$ cat src/rtl/elem_packer.sv
// elem_packer: gathers ELEM_WIDTH-bit elements into a NUM_ELEMS-slot packed
// word. A word closes when its last slot fills or when i_last arrives. Slots
// that were never written are zero, and the output reports how many slots
// were filled. The output register holds its word until downstream takes it.
module elem_packer #(
    parameter int ELEM_WIDTH = 10,
    parameter int NUM_ELEMS  = 10,
    parameter int CNT_WIDTH  = $clog2(NUM_ELEMS + 1)
) (
    input  logic                             i_clk,
    input  logic                             i_rst,
    input  logic                             i_valid,
    output logic                             o_ready,
    input  logic [ELEM_WIDTH-1:0]            i_data,
    input  logic                             i_last,
    output logic                             o_valid,
    input  logic                             i_ready,
    output logic [NUM_ELEMS*ELEM_WIDTH-1:0]  o_data,
    output logic [CNT_WIDTH-1:0]             o_count,
    output logic                             o_last
);

    localparam int WORD_WIDTH = NUM_ELEMS * ELEM_WIDTH;
    localparam logic [CNT_WIDTH-1:0] LAST_IDX = CNT_WIDTH'(NUM_ELEMS - 1);
    localparam logic [CNT_WIDTH-1:0] CNT_ONE  = CNT_WIDTH'(1);

    logic [CNT_WIDTH-1:0]  idx_q, idx_d;
    logic [WORD_WIDTH-1:0] asm_q, asm_d;
    logic [WORD_WIDTH-1:0] data_q, data_d;
    logic [CNT_WIDTH-1:0]  count_q, count_d;
    logic                  last_q, last_d;
    logic                  valid_q, valid_d;

    logic [WORD_WIDTH-1:0] merged;
    logic                  accept;
    logic                  closing;
    logic                  transfer;

    // A held (not yet taken) output word blocks every new element, closing
    // or not, so the assembly buffer can never need a second output slot.
    assign o_ready  = !(valid_q && !i_ready);
    assign accept   = i_valid && o_ready;
    assign closing  = accept && ((idx_q == LAST_IDX) || i_last);
    assign transfer = valid_q && i_ready;

    // Assembly buffer with the incoming element dropped into slot idx.
    // Slots above idx are forced to zero so an early close pads cleanly.
    genvar gi;
    generate
        for (gi = 0; gi < NUM_ELEMS; gi++) begin : g_slot
            assign merged[gi*ELEM_WIDTH +: ELEM_WIDTH] =
                (idx_q == CNT_WIDTH'(gi))  ? i_data :
                (CNT_WIDTH'(gi) < idx_q)   ? asm_q[gi*ELEM_WIDTH +: ELEM_WIDTH] :
                                             '0;
        end
    endgenerate

    // Next-state: fill the buffer, close into the output register, retire on handshake.
    always_comb begin
        idx_d   = idx_q;
        asm_d   = asm_q;
        data_d  = data_q;
        count_d = count_q;
        last_d  = last_q;
        valid_d = valid_q;

        if (transfer) begin
            valid_d = 1'b0;
        end

        // A close on the same edge as a transfer reloads the register, so
        // valid stays high and the stream runs without bubbles.
        if (accept) begin
            if (closing) begin
                data_d  = merged;
                count_d = idx_q + CNT_ONE;
                last_d  = i_last;
                valid_d = 1'b1;
                idx_d   = '0;
                asm_d   = '0;
            end else begin
                asm_d   = merged;
                idx_d   = idx_q + CNT_ONE;
            end
        end
    end

    // State registers; reset drops any partial word and clears the output.
    always_ff @(posedge i_clk or posedge i_rst) begin
        if (i_rst) begin
            idx_q   <= '0;
            asm_q   <= '0;
            data_q  <= '0;
            count_q <= '0;
            last_q  <= 1'b0;
            valid_q <= 1'b0;
        end else begin
            idx_q   <= idx_d;
            asm_q   <= asm_d;
            data_q  <= data_d;
            count_q <= count_d;
            last_q  <= last_d;
            valid_q <= valid_d;
        end
    end

    assign o_valid = valid_q;
    assign o_data  = data_q;
    assign o_count = count_q;
    assign o_last  = last_q;

endmodule

$ cat config.mk
export PLATFORM = sky130hd
export DESIGN_NAME = elem_packer
export DESIGN_NICKNAME = d
export VERILOG_FILES = /design/src/rtl/elem_packer.sv
export SDC_FILE = /design/constraint.sdc
export NUM_CORES = 1
export LEC_CHECK = 0
export ABC_CLOCK_PERIOD_IN_PS = 7100
export CORE_MARGIN = 3
export CORE_UTILIZATION = 25
export CTS_BUF_LIST = sky130_fd_sc_hd__clkbuf_8 sky130_fd_sc_hd__clkbuf_16
export CTS_CLUSTER_DIAMETER = 30
export DETAILED_ROUTE_END_ITERATION = 8
export PLACE_DENSITY = 0.39
export SKIP_CTS_REPAIR_TIMING = 1
export SLEW_MARGIN = 20
export SYNTH_ARGS = -nofsm -noshare
export SYNTH_HDL_FRONTEND = slang
export SYNTH_SLANG_ARGS = --single-unit
$ cat constraint.sdc
create_clock -name i_clk -period 7.1 [get_ports i_clk]
set_input_delay 0.71 -clock i_clk [delete_from_list [all_inputs] [get_ports i_clk]]
set_output_delay 0.71 -clock i_clk [all_outputs]
set_load 0.005 [all_outputs]
==> key figures, run 1 <==
Final layout
  • Final Instance Area: 12730 µm²
  • N_diodes: 0
  • Most frequent cells in the layout: dfrtp_1, nand2_1, o21ai_0
  • Fin nets: slightly above 1000
  • Final Util: 35.78%
  • Area growth syn-to-layout: 40.81%
  • Proportion of layout cells with a drive suffix above 1: 13.34%
  • Commonest non-fill, non-tap cell in the layout: dfrtp_1

GRT
  • Overflow after GRT: 0
  • Largest net degree at the start of global routing: 104
  • GRT Total Usage: ~15%
  • Vias in the first global route: 7339
  • First-pass GRT wire length: 44.50 mm
  • Antenna violations before repair: 0

CTS
  • Clock transition at the registers of the reported paths: roughly 50 ps
  • # H-tree levels: 2
  • Clock Path Buffers: 3
  • Root buffer cell: clkbuf_16
  • Clk sink count: 210
  • Total CTS buffers: 60
  • Clock Latency Late Sink: between 500 and 600 ps
  • CTS tree: done

Worst setup path
  • Critical Path Sink Type: register
  • Largest fanout on the critical path: about 100
  • CP Class: register to register
  • Worst stage delay on the critical path: roughly 830 ps
  • Worst path cell trace: and4bb_1 -> o211ai_4 -> buf_4 -> mux2_1
  • Crit path arrival time: 3430 ps
  • Slowest-stage cell, CP: buf_4
  • Data required time of the worst path: approximately 7500 ps
  • Startpoint types: register

STA
  • Post-layout minimum cycle time: roughly 3000 ps
  • Total negative setup slack: 0 ps
  • Max-slew violation count: 0
  • Fin worst setup slack: a little over 4000 ps
  • RSZ-0062 raised after global routing: no
  • Least-Margin Pin Slew: roughly 1000 ps
  • Final setup viols: 0
  • Slew Limit Headroom: between 30% and 40%
  • Final cycle utilization of the critical path: 42.26%
  • Setup Skew: between 20 and 25 ps
  • Fmax: between 300 and 400 MHz
  • Fin. Hold Viols: 0

Drt
  • DR vias/cell: about 4.7
  • Final WL: between 20 and 30 mm
  • DRC: 0
  • DR vias: 7064
  • First-pass iteration count of the detailed router: 4
  • DRT iter0 DRCs: ~380
  • Routed len/inst: roughly 19 µm
  • Antenna-violating nets left: 0

Synth
  • Ys async rst share: between 90% and 100%
  • Syn avg cell area: between 10 and 15 µm²
  • Syn_nets: just over 900
  • Number of flops mapped to enable cells by yosys: 0
  • Synth warnings: 0
  • #FFs+latches synth: between 200 and 250
  • Commonest register cell after synthesis: dfrtp_1
  • Synth cell types: 44
  • Sequential area share after synthesis: 58.14%
  • Gate count of the mapped netlist: 891
  • Cell area after synthesis: 9039 µm²

Placement
  • DP Worst Slack: around 3500 ps
  • Placed cell area: roughly 10000 µm²
  • Port Buffers: approximately 120
  • Final GP Congestion: between 0.7 and 0.8
  • Final HPWL DP: between 15 and 20 mm

Floorplan
  • Starting Density: 25.41%
  • Core Region: about 36000 µm²
  • Die area: between 30000 and 40000 µm²
  • FP Rows: slightly below 70
  • Die X-Extent: slightly below 200 µm
  • Die Ht: 196.1 µm
  • # IOs: between 100 and 150

Power and ir drop
  • Clock share of power: between 50% and 60%
  • Pint: around 0.0037 W
  • Cell Pwr Density: just under 400 nW/µm²
  • Combinational share of power: 14.2%
  • Sequential group share of total power: 27.7%
  • Leak: ~5.4 nW
  • Total chip power: roughly 0.005 W
  • Sw Ratio: between 20% and 30%
  • Max VDD drop: roughly 180 µV
  • Switch Pwr: around 0.0013 W

Worst hold path
  • Hold Crit Class: register to register

Flow run
  • Max-Cap Viols: 0

Outcome
  • Status: completed
==> path summary, 6_finish.rpt <==
path	slack, ps	cells after the start	from	to
setup / recovery	4100	4	idx_q[0]$_DFFE_PP0P_	o_count[1]$_DFFE_PP0P_
hold / removal	470	2	o_data[17]$_DFFE_PP0P_	o_data[17]$_DFFE_PP0P_
setup reg to reg	4100	4	idx_q[0]$_DFFE_PP0P_	o_count[1]$_DFFE_PP0P_
hold reg to reg	470	2	o_data[17]$_DFFE_PP0P_	o_data[17]$_DFFE_PP0P_
max in group asynchronous	5070	3	i_rst	asm_q[91]$_DFFE_PP0P_
min in group asynchronous	660	2	i_rst	o_data[17]$_DFFE_PP0P_
==> through the flow <==
step	hold WS [ps]	cells
after global placement	458.7	1404
after detailed placement	464.4	1404
after global routing	488.6	1518
after floorplan	446.0	891
final	471.6	1518
after CTS	478.0	1518
==> registers in the layout, summed over array words and instances (netlist names) <==
name,cells
o_data,100
o_last,1
o_valid,1
asm_q,100
o_count,4
idx_q,4
==> layout make-up <==
type / count / area, µm²
Multi-Input combinational cell: 600 / 3352
Fill cell: 3634 / 22840
Timing Repair Buffer: 130 / 1279
Tap cell: 461 / 576.8
Sequential cell: 210 / 5256
Inverter: 3 / 18.77
Clock inverter: 41 / 553.0
Clock buffer: 73 / 1692
==> metal layers <==
| layer | vias up | part of all wire, % | GRT usage, % |
|---|---|---|---|
| li1 | 3379 | - | - |
| met5 | - | 0 | 0 |
| met1 | 3458 | 50 | 21.53 |
| met3 | 61 | 4.4 | 2.954 |
| met4 | 0 | 2.6 | 4.938 |
| met2 | 166 | 43 | 21.75 |
==> critical path, delay by kind of cell, from the launching register on <==
family                 cells  cell delay, ps
buffers and inverters      1             830
AO/OA/AOI/OAI              1             620
flip-flops                 1             620
AND/OR/NAND/NOR            1             370
multiplexers               1             380
==> cells in the mapped netlist, types with 11 or more instances <==
| cell | n | area (µm²) |
|---|---|---|
| a22oi_1 | 49 | 367.9 |
| a21oi_1 | 12 | 60.06 |
| o21ai_0 | 155 | 775.7 |
| dfrtp_1 | 210 | 5255 |
| a22o_1 | 24 | 210.2 |
| o21ai_1 | 32 | 160.2 |
| nor2_1 | 14 | 52.55 |
| nand2_1 | 199 | 747.0 |
| buf_6 | 11 | 123.9 |
| clkbuf_1 | 45 | 168.9 |
| and2_1 | 14 | 87.58 |
| buf_2 | 14 | 70.07 |
==> cell families after synthesis <==
family                     Yosys count  synth area share (%)
buffers and inverters               81                 4.803
DFF                                210                 58.14
muxes                               21                 2.478
AOI/OAI and AO/OA                  321                 21.95
and+or+nand+nor                    253                 11.97
xor gates and xnor gates             1               0.09692
adders and majority gates            4                0.5537
==> power groups by stage <==
stage	clock network, W	registers [W]	logic (W)
CTS	0.00298	0.00140	0.000737
global placement	0	0.00142	0.000733
finish	0.00293	0.00140	0.000717
global route	0.00305	0.00142	0.000798
floorplan	0	0.00140	0.000425
detailed placement	0	0.00142	0.000734
Power figures use the tool's default switching activity.
==> inputs of run 2 (changes only) <==
--- a/config.mk
+++ b/config.mk
@@ -5,7 +5,7 @@
 export SDC_FILE = /design/constraint.sdc
 export NUM_CORES = 1
 export LEC_CHECK = 0
-export ABC_CLOCK_PERIOD_IN_PS = 7100
+export ABC_CLOCK_PERIOD_IN_PS = 3070
 export CORE_MARGIN = 3
 export CORE_UTILIZATION = 25
 export CTS_BUF_LIST = sky130_fd_sc_hd__clkbuf_8 sky130_fd_sc_hd__clkbuf_16
==> constraint.sdc (replaced) <==
create_clock -name i_clk -period 3.07 [get_ports i_clk]
set_input_delay 0.307 -clock i_clk [delete_from_list [all_inputs] [get_ports i_clk]]
set_output_delay 0.307 -clock i_clk [all_outputs]
set_load 0.005 [all_outputs]
==> key figures, run 2 (synthesized netlist as in run 1, its figures left out) <==
Outcome
  • Status: completed (unchanged)

STA
  • RSZ-0062 raised after global routing: no (unchanged)
  • Slew Limit Headroom: 45.68% (was 33.36%)
  • Post-layout minimum cycle time: 2345 ps (was 3001 ps)
  • Fin. Hold Viols: 0 (unchanged)
  • Total negative setup slack: 0 ps (unchanged)
  • Worst hold slack: 294.7 ps (was 471.6 ps)
  • Fin worst setup slack: 725.3 ps (was 4099 ps)
  • Final cycle utilization of the critical path: 76.38% (was 42.26%)
  • Fmax: 426.5 MHz (was 333.2 MHz)
  • Max-slew violation count: 0 (unchanged)
  • Least-Margin Pin Slew: 809.4 ps (was 997.5 ps)
  • Setup Skew: 20.03 ps (was 21.50 ps)
  • Final setup viols: 0 (unchanged)

Final layout
  • Commonest non-fill, non-tap cell in the layout: dfrtp_1 (unchanged)
  • Multi-input combinational cell area: 3352 µm² (unchanged)
  • Proportion of layout cells with a drive suffix above 1: 14.23% (was 13.34%)
  • Final Instance Area: 12820 µm² (was 12730 µm²)
  • Most frequent cells in the layout: dfrtp_1, nand2_1, o21ai_0 (unchanged)
  • Area growth syn-to-layout: 41.89% (was 40.81%)
  • Sequential cell area: 5256 µm² (unchanged)
  • Fin nets: 1048 (was 1024)
  • Final Util: 36.06% (was 35.78%)
  • Fill cells: 3603 (was 3634)
  • N_diodes: 0 (unchanged)

CTS
  • Total CTS buffers: 66 (was 60)
  • Clk sink count: 210 (unchanged)
  • Clock Latency Late Sink: 540 ps (was 560 ps)
  • Root buffer cell: clkbuf_16 (unchanged)
  • Clock Path Buffers: 3 (unchanged)
  • CTS tree: done (unchanged)
  • # H-tree levels: 3 (was 2)
  • Clock transition at the registers of the reported paths: 40 ps (was 50 ps)

Floorplan
  • Starting Density: 25.41% (unchanged)
  • Core Region: 35570 µm² (unchanged)
  • Die Ht: 196.1 µm (unchanged)
  • Die area: 38470 µm² (unchanged)
  • FP Rows: 69 (unchanged)
  • # IOs: 122 (unchanged)
  • Die X-Extent: 196.1 µm (unchanged)

Worst setup path
  • Crit path arrival time: 2760 ps (was 3430 ps)
  • Startpoint types: register (unchanged)
  • Data required time of the worst path: 3480 ps (was 7530 ps)
  • Critical Path Sink Type: register (unchanged)
  • Largest fanout on the critical path: 51 (was 103)
  • CP Class: register to register (unchanged)

Drt
  • DR vias: 7190 (was 7064)
  • DR vias/cell: 4.681 (was 4.653)
  • Final WL: 29.41 mm (was 28.76 mm)
  • Antenna-violating nets left: 0 (unchanged)
  • First-pass iteration count of the detailed router: 5 (was 4)
  • Routed len/inst: 19.15 µm (was 18.95 µm)
  • DRT iter0 DRCs: 461 (was 384)
  • DRC: 0 (unchanged)

GRT
  • Antenna violations before repair: 0 (unchanged)
  • Overflow after GRT: 0 (unchanged)
  • First-pass GRT wire length: 45.63 mm (was 44.50 mm)
  • GRT Total Usage: 15.24% (was 14.72%)
  • Vias in the first global route: 7478 (was 7339)
  • Largest net degree at the start of global routing: 93 (was 104)

Placement
  • DP Worst Slack: 531.6 ps (was 3539 ps)
  • Port Buffers: 121 (unchanged)
  • Placed cell area: 10680 µm² (was 10480 µm²)
  • Final GP Congestion: 0.7405 (was 0.7054)
  • Final HPWL DP: 18.16 mm (was 17.16 mm)

Power and ir drop
  • Cell Pwr Density: 885.9 nW/µm² (was 396.8 nW/µm²)
  • Max VDD drop: 339.0 µV (was 180.6 µV)
  • Leak: 5.495 nW (was 5.421 nW)

Worst hold path
  • Hold Crit Class: input port to asynchronous set/reset pin (was register to register)

Flow run
  • Max-Cap Viols: 0 (unchanged)
[run 2: critical path, stage by stage, from the launching register on]
cell and delay (ps):
dfrtp_2 740, nand4bb_1 270, nand3_2 140, buf_4 500
nor2_1 110, buf_4 200, a211o_1 260
[run 2: final timing paths]
kind,from,to,slack [ps],cells past startpoint
worst max-delay path,idx_q[3]$_DFFE_PP0P_,idx_q[3]$_DFFE_PP0P_,730,6
min in group i_clk,asm_q[80]$_DFFE_PP0P_,asm_q[80]$_DFFE_PP0P_,470,2
worst min register to register,asm_q[80]$_DFFE_PP0P_,asm_q[80]$_DFFE_PP0P_,470,2
worst max register to register,idx_q[3]$_DFFE_PP0P_,idx_q[3]$_DFFE_PP0P_,730,6
max in group asynchronous,i_rst,idx_q[3]$_DFFE_PP0P_,2230,3
worst min-delay path,i_rst,asm_q[4]$_DFFE_PP0P_,290,3
[run 2: cell type report]
class | count | share of cell area [%]
clock buffer | 73 | 13.72
clock inverter | 41 | 3.034
inverter | 3 | 0.1171
multi-input combinational | 600 | 26.14
sequential | 210 | 40.99
tap | 461 | 4.498
timing repair buffer | 148 | 11.51
[run 2: where the power goes]
| group | internal [W] | leakage, nW | total [W] | switching, W |
|---|---|---|---|---|
| Combinational | 0.000696 | 1.51 | 0.00166 | 0.000964 |
| Sequential | 0.00306 | 2.89 | 0.00328 | 0.000228 |
| Clock | 0.00449 | 1.10 | 0.00642 | 0.00193 |
| Total | 0.00824 | 5.49 | 0.0114 | 0.00312 |
[run 2: per-stage QoR]
step	cells	total power (W)
floorplan	891	0.004229
global placement	1422	0.005028
detailed placement	1422	0.005023
CTS	1536	0.01154
global route	1536	0.01189
finish	1536	0.01136
[run 2: metal layers]
layer	wire length, µm	vias to the layer above	track usage [%]
met2	12980	179	22.36
met1	14470	3532	22.16
met3	1428	46	3.675
met5	0	-	0
met4	529	0	4.753
li1	-	3433	-
